<file path="config.mk">
export PLATFORM = sky130hd
export DESIGN_NAME = pc_fetch_unit
export DESIGN_NICKNAME = d
export VERILOG_FILES = /design/src/rtl/mips_pkg.sv /design/src/rtl/next_pc_mux.sv /design/src/rtl/pc_fetch_unit.sv
export SDC_FILE = /design/constraint.sdc
export NUM_CORES = 1
export LEC_CHECK = 0
export ABC_AREA = 1
export ABC_CLOCK_PERIOD_IN_PS = 2900
export BUFFER_PORTS_ARGS = -buffer_cell sky130_fd_sc_hd__buf_2
export CAP_MARGIN = 30
export CORE_ASPECT_RATIO = 0.8
export CORE_MARGIN = 2
export CORE_UTILIZATION = 35
export DETAILED_ROUTE_END_ITERATION = 16
export GPL_TIMING_DRIVEN = 0
export HOLD_SLACK_MARGIN = 0.08
export PLACE_DENSITY = 0.59
export SYNTH_ARGS = -nofsm -noshare
export SYNTH_HDL_FRONTEND = slang
export SYNTH_SLANG_ARGS = --single-unit
</file>
<file path="constraint.sdc">
create_clock -name clk -period 2.9 [get_ports clk]
set_input_delay 0.145 -clock clk [delete_from_list [all_inputs] [get_ports clk]]
set_output_delay 0.145 -clock clk [all_outputs]
set_load 0.03 [all_outputs]
</file>
<file path="src/rtl/mips_pkg.sv">
// Shared definitions for the MIPS fetch path.
// Holds the fetch FSM encoding, the default reset PC and the instruction
// field positions used by the next-PC selection logic.
package mips_pkg;

    // Fetch sequencer state encoding (2-bit)
    localparam logic [1:0] S_RESET = 2'd0;
    localparam logic [1:0] S_REQ   = 2'd1;
    localparam logic [1:0] S_WAIT  = 2'd2;
    localparam logic [1:0] S_EXEC  = 2'd3;

    localparam logic [31:0] RESET_PC_DEFAULT = 32'h0000_0000;

    // Instruction field positions
    localparam int IMM_MSB  = 15;   // top bit of the I-type immediate
    localparam int JIDX_MSB = 25;   // top bit of the J-type target index

    // Sign-extended, word-scaled branch offset from the immediate field.
    function automatic logic [31:0] branch_offset(input logic [IMM_MSB:0] imm);
        return {{14{imm[IMM_MSB]}}, imm, 2'b00};
    endfunction

endpackage

</file>
<file path="src/rtl/next_pc_mux.sv">
// Purpose:      combinational next-PC selection (JR > J > taken branch > pc+4).
// Latency:      purely combinational, zero cycles.
// Backpressure: none; the caller decides when next_pc is consumed.
//
// Ports:
//   pc            current instruction address
//   inst_field    low 26 bits of the current instruction (jump index / imm)
//   rs_data       register target for JR/JALR
//   is_jr, is_jump, is_branch, branch_enable   decoded next-PC controls
//   pc_plus4      pc + 4 (also the link value)
//   next_pc       selected next fetch address
//   misalign      JR selected and target bits [1:0] were nonzero
module next_pc_mux
    import mips_pkg::*;
(
    input  logic [31:0]       pc,
    input  logic [JIDX_MSB:0] inst_field,
    input  logic [31:0]       rs_data,
    input  logic              is_jr,
    input  logic              is_jump,
    input  logic              is_branch,
    input  logic              branch_enable,
    output logic [31:0]       pc_plus4,
    output logic [31:0]       next_pc,
    output logic              misalign
);

    always_comb begin
        pc_plus4 = pc + 32'd4;
        next_pc  = pc_plus4;
        misalign = 1'b0;
        if (is_jr) begin
            // Low bits are forced to zero; the flag reports what was dropped.
            next_pc  = {rs_data[31:2], 2'b00};
            misalign = |rs_data[1:0];
        end else if (is_jump) begin
            // Jump stays inside the 256 MB region of the delay-slot address.
            next_pc = {pc_plus4[31:28], inst_field, 2'b00};
        end else if (is_branch && branch_enable) begin
            next_pc = pc_plus4 + branch_offset(inst_field[IMM_MSB:0]);
        end
    end

endmodule

</file>
<file path="src/rtl/pc_fetch_unit.sv">
// Purpose:      PC register and fetch sequencer; holds the executing instruction.
// Latency:      1 cycle request + >=1 cycle execute with zero-wait memory.
// Backpressure: request held (valid, addr stable) until inst_req_ready; waits
//               indefinitely for inst_rdata_valid; advances only on exec_done.
//
// Ports:
//   clk, rst                 core clock, asynchronous active-high reset
//   inst_req_valid/_ready    fetch request handshake, inst_addr == pc
//   inst_rdata/_valid        returned instruction word
//   pc, inst, inst_valid     currently executing instruction
//   exec_done + controls     retire current instruction, select next PC
//   pc_plus4                 link value for JAL/JALR
//   addr_misalign            one-cycle pulse after retiring a misaligned JR
module pc_fetch_unit
    import mips_pkg::*;
#(
    parameter logic [31:0] RESET_PC = RESET_PC_DEFAULT
) (
    input  logic        clk,
    input  logic        rst,
    output logic        inst_req_valid,
    input  logic        inst_req_ready,
    output logic [31:0] inst_addr,
    input  logic [31:0] inst_rdata,
    input  logic        inst_rdata_valid,
    output logic [31:0] pc,
    output logic [31:0] inst,
    output logic        inst_valid,
    input  logic        exec_done,
    input  logic        is_branch,
    input  logic        branch_enable,
    input  logic        is_jump,
    input  logic        is_jr,
    input  logic [31:0] rs_data,
    output logic [31:0] pc_plus4,
    output logic        addr_misalign
);

    logic [1:0]  state;
    logic [31:0] next_pc;
    logic        jr_misalign;

    next_pc_mux u_next_pc_mux (
        .pc            (pc),
        .inst_field    (inst[JIDX_MSB:0]),
        .rs_data       (rs_data),
        .is_jr         (is_jr),
        .is_jump       (is_jump),
        .is_branch     (is_branch),
        .branch_enable (branch_enable),
        .pc_plus4      (pc_plus4),
        .next_pc       (next_pc),
        .misalign      (jr_misalign)
    );

    assign inst_req_valid = (state == S_REQ);
    assign inst_addr      = pc;

    always_ff @(posedge clk or posedge rst) begin
        if (rst) begin
            state         <= S_RESET;
            pc            <= RESET_PC;
            inst          <= 32'h0;
            inst_valid    <= 1'b0;
            addr_misalign <= 1'b0;
        end else begin
            // Pulse only; re-armed below on the retiring edge.
            addr_misalign <= 1'b0;
            case (state)
                S_RESET: begin
                    state <= S_REQ;
                end
                S_REQ: begin
                    if (inst_req_ready) begin
                        // Zero-wait memory may return data with the accept.
                        if (inst_rdata_valid) begin
                            inst       <= inst_rdata;
                            inst_valid <= 1'b1;
                            state      <= S_EXEC;
                        end else begin
                            state <= S_WAIT;
                        end
                    end
                end
                S_WAIT: begin
                    if (inst_rdata_valid) begin
                        inst       <= inst_rdata;
                        inst_valid <= 1'b1;
                        state      <= S_EXEC;
                    end
                end
                S_EXEC: begin
                    if (exec_done) begin
                        pc            <= next_pc;
                        inst_valid    <= 1'b0;
                        addr_misalign <= jr_misalign;
                        state         <= S_REQ;
                    end
                end
                default: begin
                    state <= S_RESET;
                end
            endcase
        end
    end

endmodule

</file>
==> results.sh <==
export IMPL_outcome="finished, violations left"
export IMPL_failed_checks="setup timing"
export IMPL_layout_min_cycle_time_ps=3030
export IMPL_met3_length_mm=3.19
export IMPL_synth_area_mm2=0.00687
export IMPL_root_buffer="clkbuf_16"
export IMPL_grt_pass1_wl_mm=44.0
export IMPL_dieArea_mm2=0.0208
export IMPL_synth_warnings=0
export IMPL_synth_yosys_seq_area_share_pct=24.1
export IMPL_critPathCaptureType="register"
export IMPL_rows=45
export IMPL_tightest_slew_ps=931
export IMPL_grt_pass1_vias=7861
export IMPL_start_kind="register"
export IMPL_setup_violations_final=16
export IMPL_post_route_drc_count=0
export IMPL_fmax_mhz=330
export IMPL_area_growth_pct=55.4
export IMPL_whs_path_depth=3
export IMPL_die_w_um=161
export IMPL_critical_path_class="reg -> reg"
export IMPL_fin_area_mm2=0.0107
export IMPL_final_core_util_pct=55.9
export IMPL_cpLargestDelayFamily="simple AND/OR/NAND/NOR gates"
export IMPL_routed_via_density=5.01
export IMPL_post_synth_cell_area_avg_um2=6.14
export IMPL_gr_total_overflow=0
export IMPL_gp_congestion=0.988
export IMPL_cts_tree="yes"
export IMPL_wl_per_cell_um=17.6
export IMPL_crit_top_cell="nand2_1"
export IMPL_wl_met1_mm=13.5
export IMPL_critPathMaxStageDelay_ps=430
export IMPL_dp_hpwl_mm=22.7
export IMPL_wl_met2_mm=12.8
export IMPL_path_clk_slew_ps=70
export IMPL_nNetsFinal=1557
export IMPL_grt_antenna_before_repair=1
export IMPL_drt_initial_drc_count=751
export IMPL_synth_cell_types=39
export IMPL_ant_nets=0
export IMPL_maxSlewHeadroom_pct=38.0
export IMPL_drive_above_1_share_pct=41.7
export IMPL_fin_skew_ps=10.6
export IMPL_placed_cell_area_mm2=0.00829
export IMPL_start_util_pct=36.0
export IMPL_crit_slowest_cell="dfrtp_2"
export IMPL_fin_ws_ps=-128
export IMPL_ff2ff_path_depth=18
export IMPL_worstPathArrival_ps=3260
export IMPL_vias=8550
export IMPL_drt_first_pass_iters=5
export IMPL_cts_sinks=66
export IMPL_grt_max_degree=67
export IMPL_hold_violations=0
export IMPL_r2r_slack_ps=-130
export IMPL_slew_violations=0
export IMPL_fin_crit_sh_pct=104
export IMPL_syn_inst=1119
export IMPL_clkLatencyLatePin_ps=350
export IMPL_portBuffers=196
export IMPL_grt_use_total_pct=27.8
export IMPL_worst_path_stages=18
export IMPL_hold_path_class="in -> reg"
export IMPL_top_layer="met5"
export IMPL_diodes=0
export IMPL_crit_fanout=5
export IMPL_worst_ep_required_time_ps=3140
export IMPL_path_buf_inv=2
export IMPL_core_area_mm2=0.0191
export IMPL_die_h_um=129
export IMPL_synth_seq_cells=66
export IMPL_cts_inserted_buffers=9
export IMPL_rsz0062_at_grt="yes"
export IMPL_clk_path_buf_depth=2
export IMPL_io_pin_count=204
export IMPL_drv_cap=0
export IMPL_routed_wl_mm=30.0
export IMPL_htree_levels=3
export IMPL_crit_chain="clkinvlp_4 -> nor3_4 -> nand2_2 -> inv_4 -> nand3_1 -> and2_4 -> ha_4 -> nand2_1 -> nor2_2 -> nand2_2 -> nor3_2 -> nand2_2 -> nand3_1 -> nand3_1 -> nand2_1 -> nand2_1 -> nand2_1 -> nand2_1"
==> final cells by class <==
cell class              instances  area, um2
fillers                      1869       8420
multi-input cells             838       5400
repair buffers                308       1940
flip-flops and latches         66       1680
inverters                     162        619
plain buffers                  58        357
well taps                     258        323
clock buffers                   9        225
clock inverters                 7        125
==> final timing paths <==
check                             startpoint             to
worst max-delay path            inst_addr[8]  inst_addr[29]
worst min-delay path             rs_data[28]  inst_addr[28]
worst max register to register  inst_addr[8]  inst_addr[29]
worst min register to register      inst[30]       inst[30]
max in group asynchronous                rst  inst_addr[23]
min in group asynchronous                rst       inst[31]
==> state kept, by name (all words and copies together) (netlist names) <==
| signal | cells |
|---|---|
| inst_addr | 30 |
| state | 2 |
| inst | 32 |
| addr_misalign | 1 |
| inst_valid | 1 |
==> repair_timing <==
action	in CTS	in global routing
hold endpoints to repair	104	0
setup buffers	38	34
pin swaps	34	60
hold buffers	40	0
gates resized for setup	141	138
endpoints found under the setup margin	23	22
==> worst min-delay path: cells and delay by family <==
kind            cells  cell delay (ps)
compound gates      2              180
buf+inv             1               80
==> cells by family after synthesis <==
kind of cell / count (synthesis) / share of synthesized area [%]
AND/OR/NAND/NOR: 617 / 37.7
buffers and inverters: 220 / 14.1
AO/OA/AOI/OAI: 131 / 10.2
flip-flops: 66 / 24.1
adder cells (fa/ha/maj): 41 / 7.58
multiplexers: 23 / 3.77
XOR/XNOR: 20 / 2.55
other: 1 / 0.0546
==> cells in the final DEF (no fill, tap or decap), types with 33 or more instances in the layout <==
cell type        n
nor2_1          75
a21oi_1         54
nand2_1        305
buf_2          199
inv_1          139
nand3_1         49
buf_4          106
nand2_2         60
dlygate4sd3_1   40
o21ai_0         33
dfrtp_1         40
==> per-stage QoR <==
stage               setup WS [ps]  cells  TNS (ps)  hold slack, ps
finish                       -128   1706     -1230            99.9
global route                 -350   1706     -4310             106
CTS                         -30.7   1672     -92.7            88.6
detailed placement           -624   1578     -8760             379
global placement             -622   1578    -10350             369
floorplan                   -21.8   1124     -82.8             276
==> synthesized netlist by cell type, drive strengths merged <==
library cell  count  area (um2)
or2               3        18.8
a21o              4        30.0
buf              40         289
xor2             15         131
and2              4        25.0
xnor2             5        43.8
o21bai            4        33.8
conb              1        3.75
clkinv            3        11.3
o21ai            47         235
o221ai            2        17.5
nor3             12        85.1
fa                1        20.0
a21oi            67         335
inv             159         597
nor4              1        6.26
ha               40         500
mux2             23         259
nand2           383        1470
o211ai            5        37.5
nand3            68         345
dfrtp            66        1650
nand3b            7        52.6
clkbuf           18        67.6
nand4            13        81.3
o22ai             2        12.5
nor2            126         507
==> per-layer routing <==
| metal | track usage (%) | vias to the layer above |
|---|---|---|
| met4 | 6.78 | 2 |
| met3 | 7.17 | 49 |
| li1 | - | 4126 |
| met1 | 39.4 | 3971 |
| met2 | 42.4 | 402 |
| met5 | 0 | - |
Power is not shown: default switching activity piles up to over one toggle a cycle in this logic, so the estimate is an artifact.
